`src/rtl/miriscv_darb_pkg.sv`:
```
// Shared types and constants for the two-port data-bus arbiter.
package miriscv_darb_pkg;

    localparam int unsigned XLEN         = 32;
    localparam int unsigned DARB_N_PORTS = 2;

    typedef enum logic {
        DARB_IDLE = 1'b0,
        DARB_BUSY = 1'b1
    } darb_state_e;

endpackage

```
`src/rtl/miriscv_rr_arbiter.sv`:
```
// Combinational 2-way round-robin pick: on a tie the port that did not own
// the bus last time wins.
module miriscv_rr_arbiter
    import miriscv_darb_pkg::*;
(
    input  logic [DARB_N_PORTS-1:0] req_i,
    input  logic                    last_i,
    output logic [DARB_N_PORTS-1:0] gnt_o
);

    // one-hot grant selection
    always_comb begin
        gnt_o = 2'b00;
        case (req_i)
            2'b01:   gnt_o = 2'b01;
            2'b10:   gnt_o = 2'b10;
            2'b11:   gnt_o = last_i ? 2'b01 : 2'b10;
            default: gnt_o = 2'b00;
        endcase
    end

endmodule

```
`src/rtl/miriscv_data_arbiter.sv`:
```
// Arbitrates the core LSU (port 0) and debug/DMA (port 1) onto one data bus.
// Optional response timeout is compiled in with MIRISCV_DARB_TIMEOUT_EN.
module miriscv_data_arbiter
    import miriscv_darb_pkg::*;
#(
    parameter int unsigned XLEN           = miriscv_darb_pkg::XLEN,
    parameter int unsigned TIMEOUT_CYCLES = 255
) (
    input  logic              clk_i,
    input  logic              rst_i,

    input  logic              m0_req_i,
    input  logic              m0_we_i,
    input  logic [XLEN/8-1:0] m0_be_i,
    input  logic [XLEN-1:0]   m0_addr_i,
    input  logic [XLEN-1:0]   m0_wdata_i,
    output logic              m0_rvalid_o,
    output logic [XLEN-1:0]   m0_rdata_o,

    input  logic              m1_req_i,
    input  logic              m1_we_i,
    input  logic [XLEN/8-1:0] m1_be_i,
    input  logic [XLEN-1:0]   m1_addr_i,
    input  logic [XLEN-1:0]   m1_wdata_i,
    output logic              m1_rvalid_o,
    output logic [XLEN-1:0]   m1_rdata_o,

    output logic              data_req_o,
    output logic              data_we_o,
    output logic [XLEN/8-1:0] data_be_o,
    output logic [XLEN-1:0]   data_addr_o,
    output logic [XLEN-1:0]   data_wdata_o,
    input  logic              data_rvalid_i,
    input  logic [XLEN-1:0]   data_rdata_i,

    output logic              err_o
);

    darb_state_e       state_q, state_d;
    logic              owner_q, owner_d;
    logic              last_q, last_d;
    logic              we_q, we_d;
    logic [XLEN/8-1:0] be_q, be_d;
    logic [XLEN-1:0]   addr_q, addr_d;
    logic [XLEN-1:0]   wdata_q, wdata_d;

    logic [1:0]        gnt_s;
    logic              busy_s;
    logic              timeout_s;
    logic              done_s;
    logic              resp_s;

    miriscv_rr_arbiter u_rr (
        .req_i  ({m1_req_i, m0_req_i}),
        .last_i (last_q),
        .gnt_o  (gnt_s)
    );

    assign busy_s = (state_q == DARB_BUSY);

`ifdef MIRISCV_DARB_TIMEOUT_EN
    localparam int unsigned CNT_W = $clog2(TIMEOUT_CYCLES + 1);

    logic [CNT_W-1:0] cnt_q, cnt_d;

    // Counter holds BUSY-cycles-so-far minus one, so the limit fires on the
    // TIMEOUT_CYCLES-th BUSY cycle itself.
    assign timeout_s = busy_s && (cnt_q == CNT_W'(TIMEOUT_CYCLES - 1));

    // timeout counter next value
    always_comb begin
        cnt_d = cnt_q;
        if (!busy_s) begin
            cnt_d = '0;
        end else if (!data_rvalid_i) begin
            cnt_d = cnt_q + CNT_W'(1);
        end else begin
            cnt_d = cnt_q;
        end
    end

    // timeout counter register
    always_ff @(posedge clk_i) begin
        if (rst_i) begin
            cnt_q <= '0;
        end else begin
            cnt_q <= cnt_d;
        end
    end
`else
    assign timeout_s = 1'b0;
`endif

    assign done_s = busy_s && (data_rvalid_i || timeout_s);
    assign resp_s = done_s && !rst_i;

    // next-state, ownership and captured-attribute logic
    always_comb begin
        state_d = state_q;
        owner_d = owner_q;
        last_d  = last_q;
        we_d    = we_q;
        be_d    = be_q;
        addr_d  = addr_q;
        wdata_d = wdata_q;
        case (state_q)
            DARB_IDLE: begin
                if (gnt_s != 2'b00) begin
                    state_d = DARB_BUSY;
                    owner_d = gnt_s[1];
                    we_d    = gnt_s[1] ? m1_we_i    : m0_we_i;
                    be_d    = gnt_s[1] ? m1_be_i    : m0_be_i;
                    addr_d  = gnt_s[1] ? m1_addr_i  : m0_addr_i;
                    wdata_d = gnt_s[1] ? m1_wdata_i : m0_wdata_i;
                end else begin
                    state_d = DARB_IDLE;
                end
            end
            DARB_BUSY: begin
                // Attributes are cleared on exit so the bus reads 0 in IDLE.
                if (done_s) begin
                    state_d = DARB_IDLE;
                    last_d  = owner_q;
                    owner_d = 1'b0;
                    we_d    = 1'b0;
                    be_d    = '0;
                    addr_d  = '0;
                    wdata_d = '0;
                end else begin
                    state_d = DARB_BUSY;
                end
            end
            default: begin
                state_d = DARB_IDLE;
            end
        endcase
    end

    // state and attribute registers
    always_ff @(posedge clk_i) begin
        if (rst_i) begin
            state_q <= DARB_IDLE;
            owner_q <= 1'b0;
            last_q  <= 1'b1;
            we_q    <= 1'b0;
            be_q    <= '0;
            addr_q  <= '0;
            wdata_q <= '0;
        end else begin
            state_q <= state_d;
            owner_q <= owner_d;
            last_q  <= last_d;
            we_q    <= we_d;
            be_q    <= be_d;
            addr_q  <= addr_d;
            wdata_q <= wdata_d;
        end
    end

    assign data_req_o   = busy_s;
    assign data_we_o    = we_q;
    assign data_be_o    = be_q;
    assign data_addr_o  = addr_q;
    assign data_wdata_o = wdata_q;

    // A timeout response carries zero data; a real rvalid always wins.
    assign m0_rvalid_o = resp_s && !owner_q;
    assign m1_rvalid_o = resp_s &&  owner_q;
    assign m0_rdata_o  = (m0_rvalid_o && data_rvalid_i) ? data_rdata_i : '0;
    assign m1_rdata_o  = (m1_rvalid_o && data_rvalid_i) ? data_rdata_i : '0;
    assign err_o       = resp_s && timeout_s && !data_rvalid_i;

endmodule

```
`config.mk`:
```
export PLATFORM = sky130hd
export DESIGN_NAME = miriscv_data_arbiter
export DESIGN_NICKNAME = d
export VERILOG_FILES = /design/src/rtl/miriscv_darb_pkg.sv /design/src/rtl/miriscv_rr_arbiter.sv /design/src/rtl/miriscv_data_arbiter.sv
export SDC_FILE = /design/constraint.sdc
export NUM_CORES = 1
export LEC_CHECK = 0
export CORE_AREA = 2 2 121 123
export CTS_CLUSTER_DIAMETER = 200
export DETAILED_ROUTE_END_ITERATION = 6
export DIE_AREA = 0 0 123 125
export SETUP_SLACK_MARGIN = 0.05
export SYNTH_ARGS = -nofsm -noshare
export SYNTH_HDL_FRONTEND = slang
export SYNTH_SLANG_ARGS = --single-unit
export TNS_END_PERCENT = 50
```
`constraint.sdc`:
```
create_clock -name clk_i -period 1.8 [get_ports clk_i]
set_input_delay 0.27 -clock clk_i [delete_from_list [all_inputs] [get_ports clk_i]]
set_output_delay 0.27 -clock clk_i [all_outputs]
set_load 0.01 [all_outputs]
```
Word-level counts from Yosys, hierarchy flattened
Cells that the tools add are included.

cells by class
  bitwise logic cells = 1
  reductions and logical operators = 11
  multiplexer cells = 24
  equality and inequality tests = 5

operator list
  cell                                                                     number
  32-bit two-way mux                                                       7
  32-bit one-hot mux with 2 select lines                                   2
  4-bit two-way mux                                                        3
  4-bit one-hot mux with 2 select lines                                    1
  1-bit logical AND                                                        6
  1-bit two-way mux                                                        6
  1-bit one-hot mux with 2 select lines                                    3
  2-bit one-hot mux with 3 select lines                                    1
  2-bit equality test, second input constant                               2
  2-bit AND reduction                                                      2
  2-bit by 1-bit equality test with 1-bit output, second input constant    1
  1-bit zero test                                                          2
  2-bit two-way mux                                                        1
  2-bit by 1-bit inequality test with 1-bit output, second input constant  1
  2-bit inequality test, second input constant                             1
  2-bit nonzero test                                                       1
  1-bit NOT                                                                1

word-level totals
  input port bits = 175
  logic and storage cells = 48
  bits in registers = 72
  output and inout port bits = 137

Longest topological paths before layout
  word-level depth = 5
  depth in mapped cells = 7
  depth with buffers taken out = 3

By module
A second synthesis with hierarchy kept.

second synthesis, totals
  cell total of the unflattened synthesis = 480
  area, all modules = 3777.4 um^2

modules (own cells, without submodules)
  module                instances  sequential area each (um^2)  area an instance (um^2)  cells an instance
  miriscv_data_arbiter  1          1441.4                       3758.6                   477
  miriscv_rr_arbiter    1          0.0                          18.8                     3

Worst setup path after synthesis
No wires, ideal clock.

  path kind = register to output
  start = reg state_q (netlist: data_req_o)
  end = out m0_rdata_o[22]
  stages on the path, launching flop included = 5
  setup slack = 78 ps
  buffers on the path = 1
  arrival time = 1452 ps
  path through = dfxtp_1 > nand2_1 > nor3_1 > clkbuf_1 > and2_1

on the way
  longest elaborated chain between the ends = 5

ends and longest elaborated chain
  what                      line                         source
  start: declaration        miriscv_data_arbiter.sv:39   darb_state_e state_q, state_d;
  start signal: assignment  miriscv_data_arbiter.sv:150  state_q <= state_d;
  1-bit logical AND         miriscv_data_arbiter.sv:94   assign done_s = busy_s && (data_rvalid_i || timeout_s);
  1-bit logical AND         miriscv_data_arbiter.sv:95   assign resp_s = done_s && !rst_i;
  1-bit logical AND         miriscv_data_arbiter.sv:167  assign m0_rvalid_o = resp_s && !owner_q;
  via m0_rvalid_o           miriscv_data_arbiter.sv:17   output logic m0_rvalid_o,
  1-bit logical AND         miriscv_data_arbiter.sv:169  assign m0_rdata_o = (m0_rvalid_o && data_rvalid_i) ? data_rdata_i : '0;
  32-bit two-way mux        miriscv_data_arbiter.sv:169
  end: declaration          miriscv_data_arbiter.sv:18   output logic [XLEN-1:0] m0_rdata_o,

The timed path passes the listed nets, and every way through them passes these cells.

Worst setup path after layout
  start = reg state_q (netlist: data_req_o)
  end = out m1_rdata_o[14]

on the way
  longest elaborated chain between the ends = 5

ends and longest elaborated chain
  what                line                         source
  1-bit logical AND   miriscv_data_arbiter.sv:94
  1-bit logical AND   miriscv_data_arbiter.sv:95
  1-bit logical AND   miriscv_data_arbiter.sv:168  assign m1_rvalid_o = resp_s && owner_q;
  1-bit logical AND   miriscv_data_arbiter.sv:170  assign m1_rdata_o = (m1_rvalid_o && data_rvalid_i) ? data_rdata_i : '0;
  32-bit two-way mux  miriscv_data_arbiter.sv:170
  end: declaration    miriscv_data_arbiter.sv:26   output logic [XLEN-1:0] m1_rdata_o,

No other way between the ends.

==> results.py <==
metrics = {
    "run_status": {
        "status": "finished with violations",
        "violations": "negative setup slack",
    },
    "yosys": {
        "syn_avg_cell_area_um2": 9.94,
        "synth_seq_cells": 72,
        "yosysTopAreaCell": "dfxtp_1",
        "synth.distinct_cells": 23,
        "ys_top_cells_by_count": "72 x dfxtp_1, 71 x and3_1, 69 x a221o_1",
        "synthTopCellsByArea": "dfxtp_1 44%, a221o_1 21%, and3_1 14%",
        "ys_seq_area_share_pct": 44.1,
        "synthCells": 329,
        "synth.most_common_cell": "dfxtp_1",
        "synth_edf_count": 0,
        "yosys_warnings": 0,
        "yosysTopAreaCellShare_pct": 44.1,
        "synthFlopType": "dfxtp_1",
        "async_flop_share_pct": 0,
        "synth_fp_nets": 504,
        "syn_area_um2": 3270,
    },
    "power_and_ir_drop": {
        "fin_total_pwr_mw": 5.09,
        "power.leakage_nw": 3.22,
        "power.density_nw_per_um2": 713,
        "ir_drop_mv": 0.477,
    },
    "placement": {
        "gp_congestion": 0.782,
        "preCtsSetupSlack_ps": -545,
        "dp_hpwl_mm": 10.8,
        "portBuffers": 310,
    },
    "setup_path": {
        "r2r_slack_ps": 120,
        "cp.required_ps": 1530,
        "reg2reg_from": "data_req_o",
        "worstSetupStartpointType": "register",
        "r2r-end": "data_addr_o[4]",
        "path_class": "reg -> out",
        "endpoint_kind": "primary output",
        "crit_path_max_fanout": 6,
        "crit_start": "data_req_o",
        "worst_ep_arrival_time_ps": 1580,
        "reg2regPathDepth": 5,
    },
    "route": {
        "firstDrtPassIters": 5,
        "remaining_drc_errors": 0,
        "routed_wl_mm": 15.4,
        "drt-initial-drc-count": 169,
        "vias": 3918,
        "post_drt_wl_per_cell_um": 18.6,
        "antenna_left": 0,
        "viasPerCell": 4.73,
    },
    "clocking": {
        "cts_buffers": 9,
        "cts_root_buf": "clkbuf_16",
        "clkTransAtPathRegs_ps": 60,
        "htree_levels": 3,
        "cts.sinks": 72,
        "tritoncts": "yes",
        "worstSkewPairLatency_ps": 340,
        "cts_hold_buf": 0,
        "clock_tree.buffer_depth": 2,
    },
    "timing": {
        "final.min_clock_period_ps": 1850,
        "grt_setup_unrepaired": "true",
        "hold_viol": 0,
        "fmax_mhz": 540,
        "slew_viol_final": 0,
        "timing.final.ws_setup_ps": -51.5,
        "skew_ps": 3.49,
        "setup-violations-final": 4,
        "finalCritPeriodShare_pct": 103,
    },
    "worst_hold_path": {
        "min_path_cells": 1,
        "worstHoldEndpoint": "data_addr_o[22]",
        "hp-class": "reg -> reg",
        "hold_path.startpoint": "data_addr_o[22]",
    },
    "die": {
        "num_io_pins": 312,
        "die_w_um": 123,
        "dieArea_um2": 15400,
        "core-area_um2": 14200,
        "start_util_pct": 23.0,
        "rows": 44,
        "fp.dieH_um": 125,
    },
    "cells_and_area": {
        "layout.nets": 813,
        "areaGrowthSynthToFinish_pct": 118,
        "drive_gt1_share_pct": 21.6,
    },
    "global_route": {
        "overflow": 0,
        "grt_pass1_wl_mm": 21.9,
        "track_usage_pct": 18.8,
        "grt_pass1_vias": 3980,
        "grt_max_degree": 43,
        "antenna_found_initial": 1,
    },
    "job": {
        "cap_violations": 0,
    },
}
-- what timing repair did --
item                                    CTS  global route
endpoints found under the setup margin   66            66
pin swaps                                18             9
gates cloned                              3             3
buffers inserted                          4             1
resized for setup                       287            39
-- worst max-delay path by stage --
stage                endpoint  slack, ps
2_1_floorplan  m0_rdata_o[22]         80
6_report       m1_rdata_o[14]        -50
5_1_grt        m1_rdata_o[14]       -130
4_1_cts        m1_rdata_o[14]        -80
3_5_place_dp   m1_rdata_o[18]       -550
3_3_place_gp   m1_rdata_o[21]       -490
-- final cells by class --
type                       instances  area (um2)
fill                            1284        7070
timing repair buffer             335        3350
multi-input combinational        219        1750
sequential                        72        1440
clock buffer                      11         253
tap                              184         230
clock inverter                     5         103
inverter                           1        3.75
antenna                            1        2.50
-- logic make-up (layout without fill, tap and decap cells) --
| family | after synthesis | count (layout) | synth area share, % |
|---|---|---|---|
| AND/OR/NAND/NOR | 144 | 144 | 27.6 |
| multiplexers | 1 | 1 | 0.306 |
| AO/OA/AOI/OAI | 73 | 73 | 22.1 |
| other | 1 | 2 | 0.115 |
| buffers and inverters | 38 | 352 | 5.74 |
| flip-flops | 72 | 72 | 44.1 |
-- per-layer routing --
| metal | global-route usage [%] | vias to the layer above | part of all wire (%) |
|---|---|---|---|
| met5 | 0 | - | 0 |
| met4 | 6.95 | 0 | 2.4 |
| met3 | 6.52 | 25 | 8.9 |
| met2 | 34.0 | 199 | 51 |
| met1 | 19.7 | 1821 | 38 |
| li1 | - | 1873 | - |
-- power by group --
group,internal (mW),switching (mW)
clock network,1.43,0.691
logic,0.760,0.412
registers,1.72,0.0742
-- cell usage in the layout, fill, tap and decap left out --
master	instances
dfxtp_1	70
a21boi_4	1
conb_1	1
clkbuf_8	2
buf_2	42
nand2b_1	2
and2_1	41
clkinvlp_4	1
bufinv_16	3
dfxtp_2	2
nor2_1	1
buf_6	25
a221o_1	69
diode_2	1
clkdlybuf4s50_1	241
clkbuf_16	12
and2_4	23
mux2i_1	1
buf_4	8
nor2_4	1
nand2_4	1
dlymetal6s2s_1	1
a211o_1	1
a21oi_4	1
dlygate4sd2_1	2
or3_1	1
inv_1	1
and3_2	1
and3_1	70
nor3b_4	1
and3b_1	1
buf_16	3
nor3_4	1
buf_12	10
clkinv_2	1
a22oi_1	1
-- worst max-delay path: stages (launching register included) --
cell and delay [ps]:
dfxtp_2 350, nand2_4 70, nor3b_4 220, buf_6 160, buf_16 120, buf_12 100
and2_4 130, buf_6 90
-- sequential cells by signal, indices dropped and copies added (netlist names) --
register	cells
owner_q	1
data_we_o	1
data_be_o	4
last_q	1
data_addr_o	32
data_wdata_o	32
data_req_o	1
-- per-stage QoR --
stage / instance area [um2] / hold slack, ps / cells / utilization [%] / TNS, ps
5_1_grt: 7130 / 502 / 827 / 50.2 / -2330
3_5_place_dp: 6650 / 469 / 800 / 46.8 / -42820
4_1_cts: 6890 / 489 / 823 / 48.5 / -474
2_1_floorplan: 3270 / 409 / 329 / - / 0
3_3_place_gp: 6650 / 467 / 800 / 46.8 / -40910
6_report: 7140 / 483 / 828 / 50.2 / -148
(Power assumes the default switching activity.)
